**src/rtl/input_event_pkg.sv**
```systemverilog
// ---------------------------------------------------------------------------
// input_event_pkg
// Shared types and helpers for the input event capture block.
//   cap_state_t    : capture FSM states (IDLE waits for a sample, SCAN walks channels)
//   chanIdxWidth() : width of a channel index (never below 1 bit)
//   eventWidth()   : width of one packed event {channel, data, ts}
//   packEvent()    : builds a packed event from its fields
// ---------------------------------------------------------------------------
package input_event_pkg;

    typedef enum logic [0:0] {
        IDLE = 1'b0,
        SCAN = 1'b1
    } cap_state_t;

    localparam int MAX_EVENT_WIDTH = 256;

    function automatic int chanIdxWidth(input int channels);
        return (channels > 1) ? $clog2(channels) : 1;
    endfunction

    function automatic int eventWidth(input int channels, input int width, input int tsWidth);
        return chanIdxWidth(channels) + width + tsWidth;
    endfunction

    // Fields are right-aligned in wide containers so one function serves every
    // parameterisation; the caller truncates to eventWidth().
    function automatic logic [MAX_EVENT_WIDTH-1:0] packEvent(
        input logic [MAX_EVENT_WIDTH-1:0] channel,
        input logic [MAX_EVENT_WIDTH-1:0] data,
        input logic [MAX_EVENT_WIDTH-1:0] ts,
        input int width,
        input int tsWidth
    );
        return (channel << (width + tsWidth)) | (data << tsWidth) | ts;
    endfunction

endpackage

```
**src/rtl/input_event_fifo.sv**
```systemverilog
// ---------------------------------------------------------------------------
// input_event_fifo
// Single-clock show-ahead FIFO holding packed events.
//   clk, reset : clock and synchronous active-high reset
//   push, wdata: write request and data (dropped when no room)
//   pop        : pop the head entry (ignored when empty)
//   rdata      : head entry, valid whenever empty is low
//   count      : number of entries held
//   full/empty : occupancy flags
// A push into a full FIFO is accepted when a pop happens in the same cycle.
// ---------------------------------------------------------------------------
module input_event_fifo #(
    parameter int DEPTH = 16,
    parameter int EW    = 8
) (
    input  logic                   clk,
    input  logic                   reset,
    input  logic                   push,
    input  logic [EW-1:0]          wdata,
    input  logic                   pop,
    output logic [EW-1:0]          rdata,
    output logic [$clog2(DEPTH):0] count,
    output logic                   full,
    output logic                   empty
);

    localparam int AW = $clog2(DEPTH);

    logic [EW-1:0] mem_q [DEPTH];
    logic [AW-1:0] wrPtr_q;
    logic [AW-1:0] rdPtr_q;
    logic [AW:0]   count_q;
    logic          doPop;
    logic          doPush;

    // Handshake qualification: pops need data, pushes need room (or a
    // simultaneous pop freeing a slot).
    always_comb begin
        empty  = (count_q == '0);
        full   = (count_q == (AW+1)'(DEPTH));
        doPop  = pop && !empty;
        doPush = push && (!full || doPop);
        rdata  = mem_q[rdPtr_q];
        count  = count_q;
    end

    // Pointer and occupancy bookkeeping.
    always_ff @(posedge clk) begin
        if (reset) begin
            wrPtr_q <= '0;
            rdPtr_q <= '0;
            count_q <= '0;
        end else begin
            if (doPush) wrPtr_q <= wrPtr_q + 1'b1;
            if (doPop)  rdPtr_q <= rdPtr_q + 1'b1;
            if (doPush && !doPop)      count_q <= count_q + 1'b1;
            else if (doPop && !doPush) count_q <= count_q - 1'b1;
        end
    end

    // Storage needs no reset: nothing is read until it has been written.
    always_ff @(posedge clk) begin
        if (doPush) mem_q[wrPtr_q] <= wdata;
    end

endmodule

```
**src/rtl/input_event_capture.sv**
```systemverilog
// ---------------------------------------------------------------------------
// input_event_capture
// Multi-channel input change recorder. On each sample strobe the packed
// channel words are snapshotted and scanned one channel per cycle; every
// channel that differs from its last reported value is queued as a
// timestamped event {channel, data, ts} in a show-ahead FIFO.
//   clk_sys, reset       : clock, synchronous active-high reset
//   ce_sample            : one-cycle sample strobe (also advances the timestamp)
//   in_data              : CHANNELS packed words, channel k at [k*WIDTH +: WIDTH]
//   rd_en                : pop the head event
//   evt_valid/_channel/_data/_ts : head event (all zero while empty)
//   evt_count            : events queued
//   overflow/clr_overflow: sticky drop flag and its clear (set wins)
// Optional build macro INPUT_EVENT_DEBOUNCE_EN: each channel only presents a
// new value once the raw sample has been identical for DB_SAMPLES strobes.
// ---------------------------------------------------------------------------
module input_event_capture
    import input_event_pkg::*;
#(
    parameter int CHANNELS   = 6,
    parameter int WIDTH      = 32,
    parameter int DEPTH      = 16,
    parameter int TS_WIDTH   = 24,
    parameter int DB_SAMPLES = 3
) (
    input  logic                                clk_sys,
    input  logic                                reset,
    input  logic                                ce_sample,
    input  logic [CHANNELS*WIDTH-1:0]           in_data,
    input  logic                                rd_en,
    output logic                                evt_valid,
    output logic [chanIdxWidth(CHANNELS)-1:0]   evt_channel,
    output logic [WIDTH-1:0]                    evt_data,
    output logic [TS_WIDTH-1:0]                 evt_ts,
    output logic [$clog2(DEPTH):0]              evt_count,
    output logic                                overflow,
    input  logic                                clr_overflow
);

    localparam int CW = chanIdxWidth(CHANNELS);
    localparam int EW = eventWidth(CHANNELS, WIDTH, TS_WIDTH);
    localparam logic [CW-1:0] LAST_IDX = CW'(CHANNELS - 1);

    if (CHANNELS < 1 || DEPTH < 2 || (DEPTH & (DEPTH - 1)) != 0 || DB_SAMPLES < 1) begin : gParamCheck
        $error("input_event_capture: illegal parameterisation");
    end

    cap_state_t          state_q;
    logic [CW-1:0]       idx_q;
    logic [WIDTH-1:0]    snap_q [CHANNELS];
    logic [WIDTH-1:0]    last_q [CHANNELS];
    logic [TS_WIDTH-1:0] snapTs_q;
    logic [TS_WIDTH-1:0] ts_q;
    logic                primed_q;
    logic                pending_q;
    logic                overflow_q;

    logic [WIDTH-1:0]    snapSrc [CHANNELS];
    logic [WIDTH-1:0]    curSnap;
    logic                differ;
    logic                pushReq;
    logic                fifoAccept;
    logic                fifoFull;
    logic                fifoEmpty;
    logic [EW-1:0]       pushData;
    logic [EW-1:0]       headData;

`ifdef INPUT_EVENT_DEBOUNCE_EN
    localparam int DBW = $clog2(DB_SAMPLES + 1);
    localparam logic [DBW-1:0] DB_MAX = DBW'(DB_SAMPLES);

    logic [WIDTH-1:0] prev_q  [CHANNELS];
    logic [DBW-1:0]   cnt_q   [CHANNELS];
    logic [WIDTH-1:0] cand_q  [CHANNELS];
    logic [DBW-1:0]   cnt_d   [CHANNELS];
    logic [WIDTH-1:0] cand_d  [CHANNELS];

    // Stability counter per channel: restarts at 1 on any raw change and
    // saturates at DB_SAMPLES. The candidate is forwarded in the same cycle it
    // qualifies so the snapshot sees it without an extra strobe of latency.
    always_comb begin
        for (int k = 0; k < CHANNELS; k++) begin
            cnt_d[k]  = cnt_q[k];
            cand_d[k] = cand_q[k];
            if (ce_sample) begin
                if (in_data[k*WIDTH +: WIDTH] != prev_q[k]) cnt_d[k] = DBW'(1);
                else if (cnt_q[k] != DB_MAX)               cnt_d[k] = cnt_q[k] + 1'b1;
                if (cnt_d[k] == DB_MAX) cand_d[k] = in_data[k*WIDTH +: WIDTH];
            end
            snapSrc[k] = cand_d[k];
        end
    end

    // Debounce state registers.
    always_ff @(posedge clk_sys) begin
        if (reset) begin
            for (int k = 0; k < CHANNELS; k++) begin
                prev_q[k] <= '0;
                cnt_q[k]  <= '0;
                cand_q[k] <= '0;
            end
        end else if (ce_sample) begin
            for (int k = 0; k < CHANNELS; k++) begin
                prev_q[k] <= in_data[k*WIDTH +: WIDTH];
                cnt_q[k]  <= cnt_d[k];
                cand_q[k] <= cand_d[k];
            end
        end
    end
`else
    // Without debounce the raw inputs feed the snapshot directly.
    always_comb begin
        for (int k = 0; k < CHANNELS; k++) begin
            snapSrc[k] = in_data[k*WIDTH +: WIDTH];
        end
    end
`endif

    // Scan datapath: compare the current channel against its last reported
    // value. The priming scan after reset only loads last_q.
    always_comb begin
        curSnap    = snap_q[idx_q];
        differ     = (curSnap != last_q[idx_q]);
        pushReq    = (state_q == SCAN) && primed_q && differ;
        fifoAccept = !fifoFull || (rd_en && !fifoEmpty);
        pushData   = EW'(packEvent(MAX_EVENT_WIDTH'(idx_q), MAX_EVENT_WIDTH'(curSnap),
                                   MAX_EVENT_WIDTH'(snapTs_q), WIDTH, TS_WIDTH));
    end

    // Capture FSM, timestamp counter and sticky overflow. A strobe that lands
    // mid-scan is remembered in pending_q and starts the next scan right after
    // the current one; further strobes while pending are merged.
    always_ff @(posedge clk_sys) begin
        if (reset) begin
            state_q    <= IDLE;
            idx_q      <= '0;
            snapTs_q   <= '0;
            ts_q       <= '0;
            primed_q   <= 1'b0;
            pending_q  <= 1'b0;
            overflow_q <= 1'b0;
            for (int k = 0; k < CHANNELS; k++) begin
                snap_q[k] <= '0;
                last_q[k] <= '0;
            end
        end else begin
            if (ce_sample) ts_q <= ts_q + 1'b1;

            if (pushReq && !fifoAccept) overflow_q <= 1'b1;
            else if (clr_overflow)      overflow_q <= 1'b0;

            case (state_q)
                IDLE: begin
                    if (ce_sample || pending_q) begin
                        for (int k = 0; k < CHANNELS; k++) snap_q[k] <= snapSrc[k];
                        snapTs_q  <= ts_q;
                        pending_q <= 1'b0;
                        idx_q     <= '0;
                        state_q   <= SCAN;
                    end
                end
                SCAN: begin
                    if (ce_sample) pending_q <= 1'b1;
                    // A dropped change keeps the old last_q so it is seen again.
                    if (!primed_q || (differ && fifoAccept)) last_q[idx_q] <= curSnap;
                    if (idx_q == LAST_IDX) begin
                        primed_q <= 1'b1;
                        state_q  <= IDLE;
                    end else begin
                        idx_q <= idx_q + 1'b1;
                    end
                end
                default: state_q <= IDLE;
            endcase
        end
    end

    input_event_fifo #(
        .DEPTH(DEPTH),
        .EW   (EW)
    ) uFifo (
        .clk  (clk_sys),
        .reset(reset),
        .push (pushReq),
        .wdata(pushData),
        .pop  (rd_en),
        .rdata(headData),
        .count(evt_count),
        .full (fifoFull),
        .empty(fifoEmpty)
    );

    // Head event fields are forced to zero while the FIFO is empty.
    always_comb begin
        evt_valid   = !fifoEmpty;
        evt_channel = evt_valid ? headData[EW-1 -: CW] : '0;
        evt_data    = evt_valid ? headData[TS_WIDTH +: WIDTH] : '0;
        evt_ts      = evt_valid ? headData[TS_WIDTH-1:0] : '0;
        overflow    = overflow_q;
    end

endmodule
```
**config.mk**
```make
export PLATFORM = sky130hd
export DESIGN_NAME = input_event_capture
export DESIGN_NICKNAME = d
export VERILOG_FILES = /design/src/rtl/input_event_pkg.sv /design/src/rtl/input_event_fifo.sv /design/src/rtl/input_event_capture.sv
export SDC_FILE = /design/constraint.sdc
export NUM_CORES = 1
export LEC_CHECK = 0
export BUFFER_PORTS_ARGS = -buffer_cell sky130_fd_sc_hd__clkbuf_2
export CAP_MARGIN = 20
export CORE_MARGIN = 2
export CORE_UTILIZATION = 50
export CTS_CLUSTER_DIAMETER = 30
export DETAILED_ROUTE_END_ITERATION = 12
export PLACE_DENSITY = 0.79
export SYNTH_ARGS = -nofsm -noshare
export SYNTH_HDL_FRONTEND = slang
export SYNTH_SLANG_ARGS = --single-unit
export TNS_END_PERCENT = 50
```
**constraint.sdc**
```tcl
create_clock -name clk_sys -period 9.78 [get_ports clk_sys]
set_input_delay 0.489 -clock clk_sys [delete_from_list [all_inputs] [get_ports clk_sys]]
set_output_delay 0.489 -clock clk_sys [all_outputs]
set_load 0.005 [all_outputs]
```
==> flow_metrics.env <==
export IMPL_fin_crit_ps=6050
export IMPL_crit_type="flip-flop to flip-flop"
export IMPL_setup_tns_ps=0
export IMPL_internal_power_mw=13.6
export IMPL_yosysUniqueCellTypes=48
export IMPL_final_common_cell="edfxtp_1"
export IMPL_cts_setup_buffers=0
export IMPL_rsz0062_at_grt="no"
export IMPL_grt_pass1_wl_microns=227000
export IMPL_cp_max_fo=89
export IMPL_synth_top_area_cell="edfxtp_1"
export IMPL_grtUsageTotal_pct=25.4
export IMPL_postRouteAntennaNets=0
export IMPL_num_antenna_cells=0
export IMPL_relSlewSlack_pct=20.2
export IMPL_rows=126
export IMPL_synth_top_flop_cell="edfxtp_1"
export IMPL_drt_wirelength_per_cell_microns=28.4
export IMPL_worstHoldStart="in_data[190]"
export IMPL_slew_violations=0
export IMPL_dp_hpwl_microns=72500
export IMPL_avgSynthCellArea_sq_um=19.0
export IMPL_grt_pass1_vias=34608
export IMPL_power_density_nw_per_um2=254
export IMPL_synth_edf_count=1392
export IMPL_antenna_found_initial=4
export IMPL_status="finished, final reports clean"
export IMPL_die_w_microns=348
export IMPL_p_sw_mw=4.71
export IMPL_post_route_period_util_pct=61.8
export IMPL_worst_slew_pin_slew_ps=1200
export IMPL_synth_top_cell_area_share_pct=70.8
export IMPL_core_sq_um=118000
export IMPL_setup_viol=0
export IMPL_pwr_share_comb_pct=14.2
export IMPL_arrival_ps=6520
export IMPL_ios=263
export IMPL_cap_violations=0
export IMPL_nets=3861
export IMPL_p_sw_share_pct=25.8
export IMPL_ir_drop_v=0.000245
export IMPL_start_util_pct=50.2
export IMPL_r2r_cells=13
export IMPL_multi_input_area_sq_um=14800
export IMPL_synthCells=3105
export IMPL_synth_seq_area_share_pct=73.4
export IMPL_p_clk_share_pct=46.5
export IMPL_sequentialPowerShare_pct=39.3
export IMPL_cts_tree="done"
export IMPL_leakage_nw=24.8
export IMPL_die_h_microns=348
export IMPL_grt_overflow=0
export IMPL_synthArstFlopShare_pct=0
export IMPL_fin_worst_skew_ps=50.3
export IMPL_num_fill_cells=7647
export IMPL_drive_gt1_share_pct=29.8
export IMPL_cts_sinks=1467
export IMPL_post_dp_cell_area_sq_um=62000
export IMPL_synth_area_sq_um=59000
export IMPL_finalHoldViolCount=0
export IMPL_drt_pass1_iterations=6
export IMPL_whs_path_depth=2
export IMPL_start_kind="flip-flop"
export IMPL_ff_latch_area_sq_um=43300
export IMPL_vias=32999
export IMPL_grt_max_degree=152
export IMPL_h_tree_depth=4
export IMPL_drc_errors=0
export IMPL_critPathCaptureType="flip-flop"
export IMPL_area_growth_syn_to_layout_pct=22.2
export IMPL_hold_class="primary input to flip-flop"
export IMPL_synthTopCellsByArea="edfxtp_1, mux4_2, and2_1"
export IMPL_worstSkewPairLatency_ps=830
export IMPL_cts_root_buffer="clkbuf_16"
export IMPL_max_freq_ghz=0.165
export IMPL_yosys_warnings=0
export IMPL_die_area_sq_um=121000
export IMPL_cts_reportedPaths_clkPinSlew_ps=40
export IMPL_cts_buffers=239
export IMPL_drtIter0Drc=4109
export IMPL_ys_seq_elements=1467
export IMPL_clk_path_buf_depth=3
export IMPL_final_cell_mix="edfxtp_1, mux4_2, clkbuf_2, and2_1, clkbuf_16"
export IMPL_io_buffers=262
export IMPL_vias_per_cell=6.11
export IMPL_syn_num_nets=3315
export IMPL_design_area_sq_um=72100
export IMPL_cp_required_ps=10250
export IMPL_wirelength_microns=153000
export IMPL_place_congestion=0.781
## power groups by stage
| stage | logic (mW) | registers [mW] | clock network (mW) |
|---|---|---|---|
| floorplan | 1.76 | 7.23 | 0 |
| global placement | 2.50 | 7.30 | 0 |
| detailed placement | 2.53 | 7.31 | 0 |
| CTS | 2.63 | 7.19 | 8.54 |
| global route | 2.79 | 7.21 | 8.83 |
| finish | 2.59 | 7.19 | 8.51 |
## cell families after synthesis
| family | after synthesis | share of synthesized area, % |
|---|---|---|
| AO/OA/AOI/OAI | 125 | 1.28 |
| XOR/XNOR | 86 | 1.28 |
| adder cells (fa/ha/maj) | 13 | 0.288 |
| buffers and inverters | 246 | 1.80 |
| flip-flops | 1467 | 73.4 |
| multiplexers | 477 | 15.8 |
| AND/OR/NAND/NOR | 691 | 6.19 |
## flip-flops by register name (all words and copies together), names as in the netlist, named ones only
name	cells
idx_q	3
last_q	256
overflow	1
pending_q	1
primed_q	1
snapTs_q	24
snap_q	192
state_q	1
ts_q	24
uFifo.count	5
uFifo.mem_q	944
uFifo.rdPtr_q	4
uFifo.wrPtr_q	4
## metal layers
layer / routed length (microns) / GRT usage (%) / part of all wire [%] / vias up
met3: 13900 / 4.50 / 9.1 / 327
met4: 4800 / 8.68 / 3.1 / 2
li1: - / - / - / 13514
met2: 78000 / 42.9 / 51 / 2183
met5: 12 / 0 / 0.0078 / -
met1: 56700 / 33.7 / 37 / 16973
## metrics by stage
stage	std cells	utilization, %	total power, mW	setup WS, ps	hold slack (ps)
6_report	5403	61.3	18.3	3730	28.0
5_1_grt	5403	61.3	18.8	3450	10.7
4_1_cts	5400	61.3	18.4	3640	0.321
3_5_place_dp	4759	52.7	9.84	3690	477
3_3_place_gp	4759	52.7	9.80	3890	458
2_1_floorplan	3105	-	8.99	3740	437
## cell type report
| class | count | area share [%] |
|---|---|---|
| Clock buffer | 269 | 8.53 |
| Tap cell | 1536 | 2.66 |
| Inverter | 51 | 0.265 |
| Multi-Input combinational cell | 1392 | 20.5 |
| Sequential cell | 1467 | 60.1 |
| Clock inverter | 188 | 2.95 |
| Timing Repair Buffer | 500 | 5.01 |
## worst max-delay path, cell delays in order (launching register included)
cell       delay (ps)
dfxtp_4           740
buf_4             630
inv_2             180
buf_4             340
mux2i_1           310
xnor2_1           110
a211oi_1          200
a41oi_1           180
a2111oi_2         880
a21oi_1           230
o21ai_4           610
buf_16            230
buf_4             730
nor2_1            210
## cells in the mapped netlist (all sizes together) (3+ instances only)
cell and instances:
nand2b 4, xor2 50, and2 254, o21ai 26, nand2 88, edfxtp 1392, nor2b 14, nor3 167
a2111oi 4, buf 75, mux2i 93, nor2 95, nand3 14, mux4 362, or3 11, a21oi 63
inv 51, clkbuf 120, nor4 5, a21o 6, nand4 8, o211ai 3, xnor2 36, nand3b 3
a211oi 7, ha 12, and3 25, dfxtp 75, mux2 22
## timing repair
item,in CTS,in global routing
hold buffers,184,0
gates resized for setup,0,0
endpoints found under the hold margin,185,0
## path summary, 6_finish.rpt
| path | to | slack, ps |
|---|---|---|
| worst max-delay path | last_q[5][30]$_DFFE_PP_ | 3730 |
| worst min-delay path | snap_q[5][30]$_SDFFCE_PN0P_ | 30 |
| worst max register to register | last_q[5][30]$_DFFE_PP_ | 3730 |
| worst min register to register | snapTs_q[18]$_SDFFE_PP0P_ | 480 |
(Power assumes the default switching activity.)
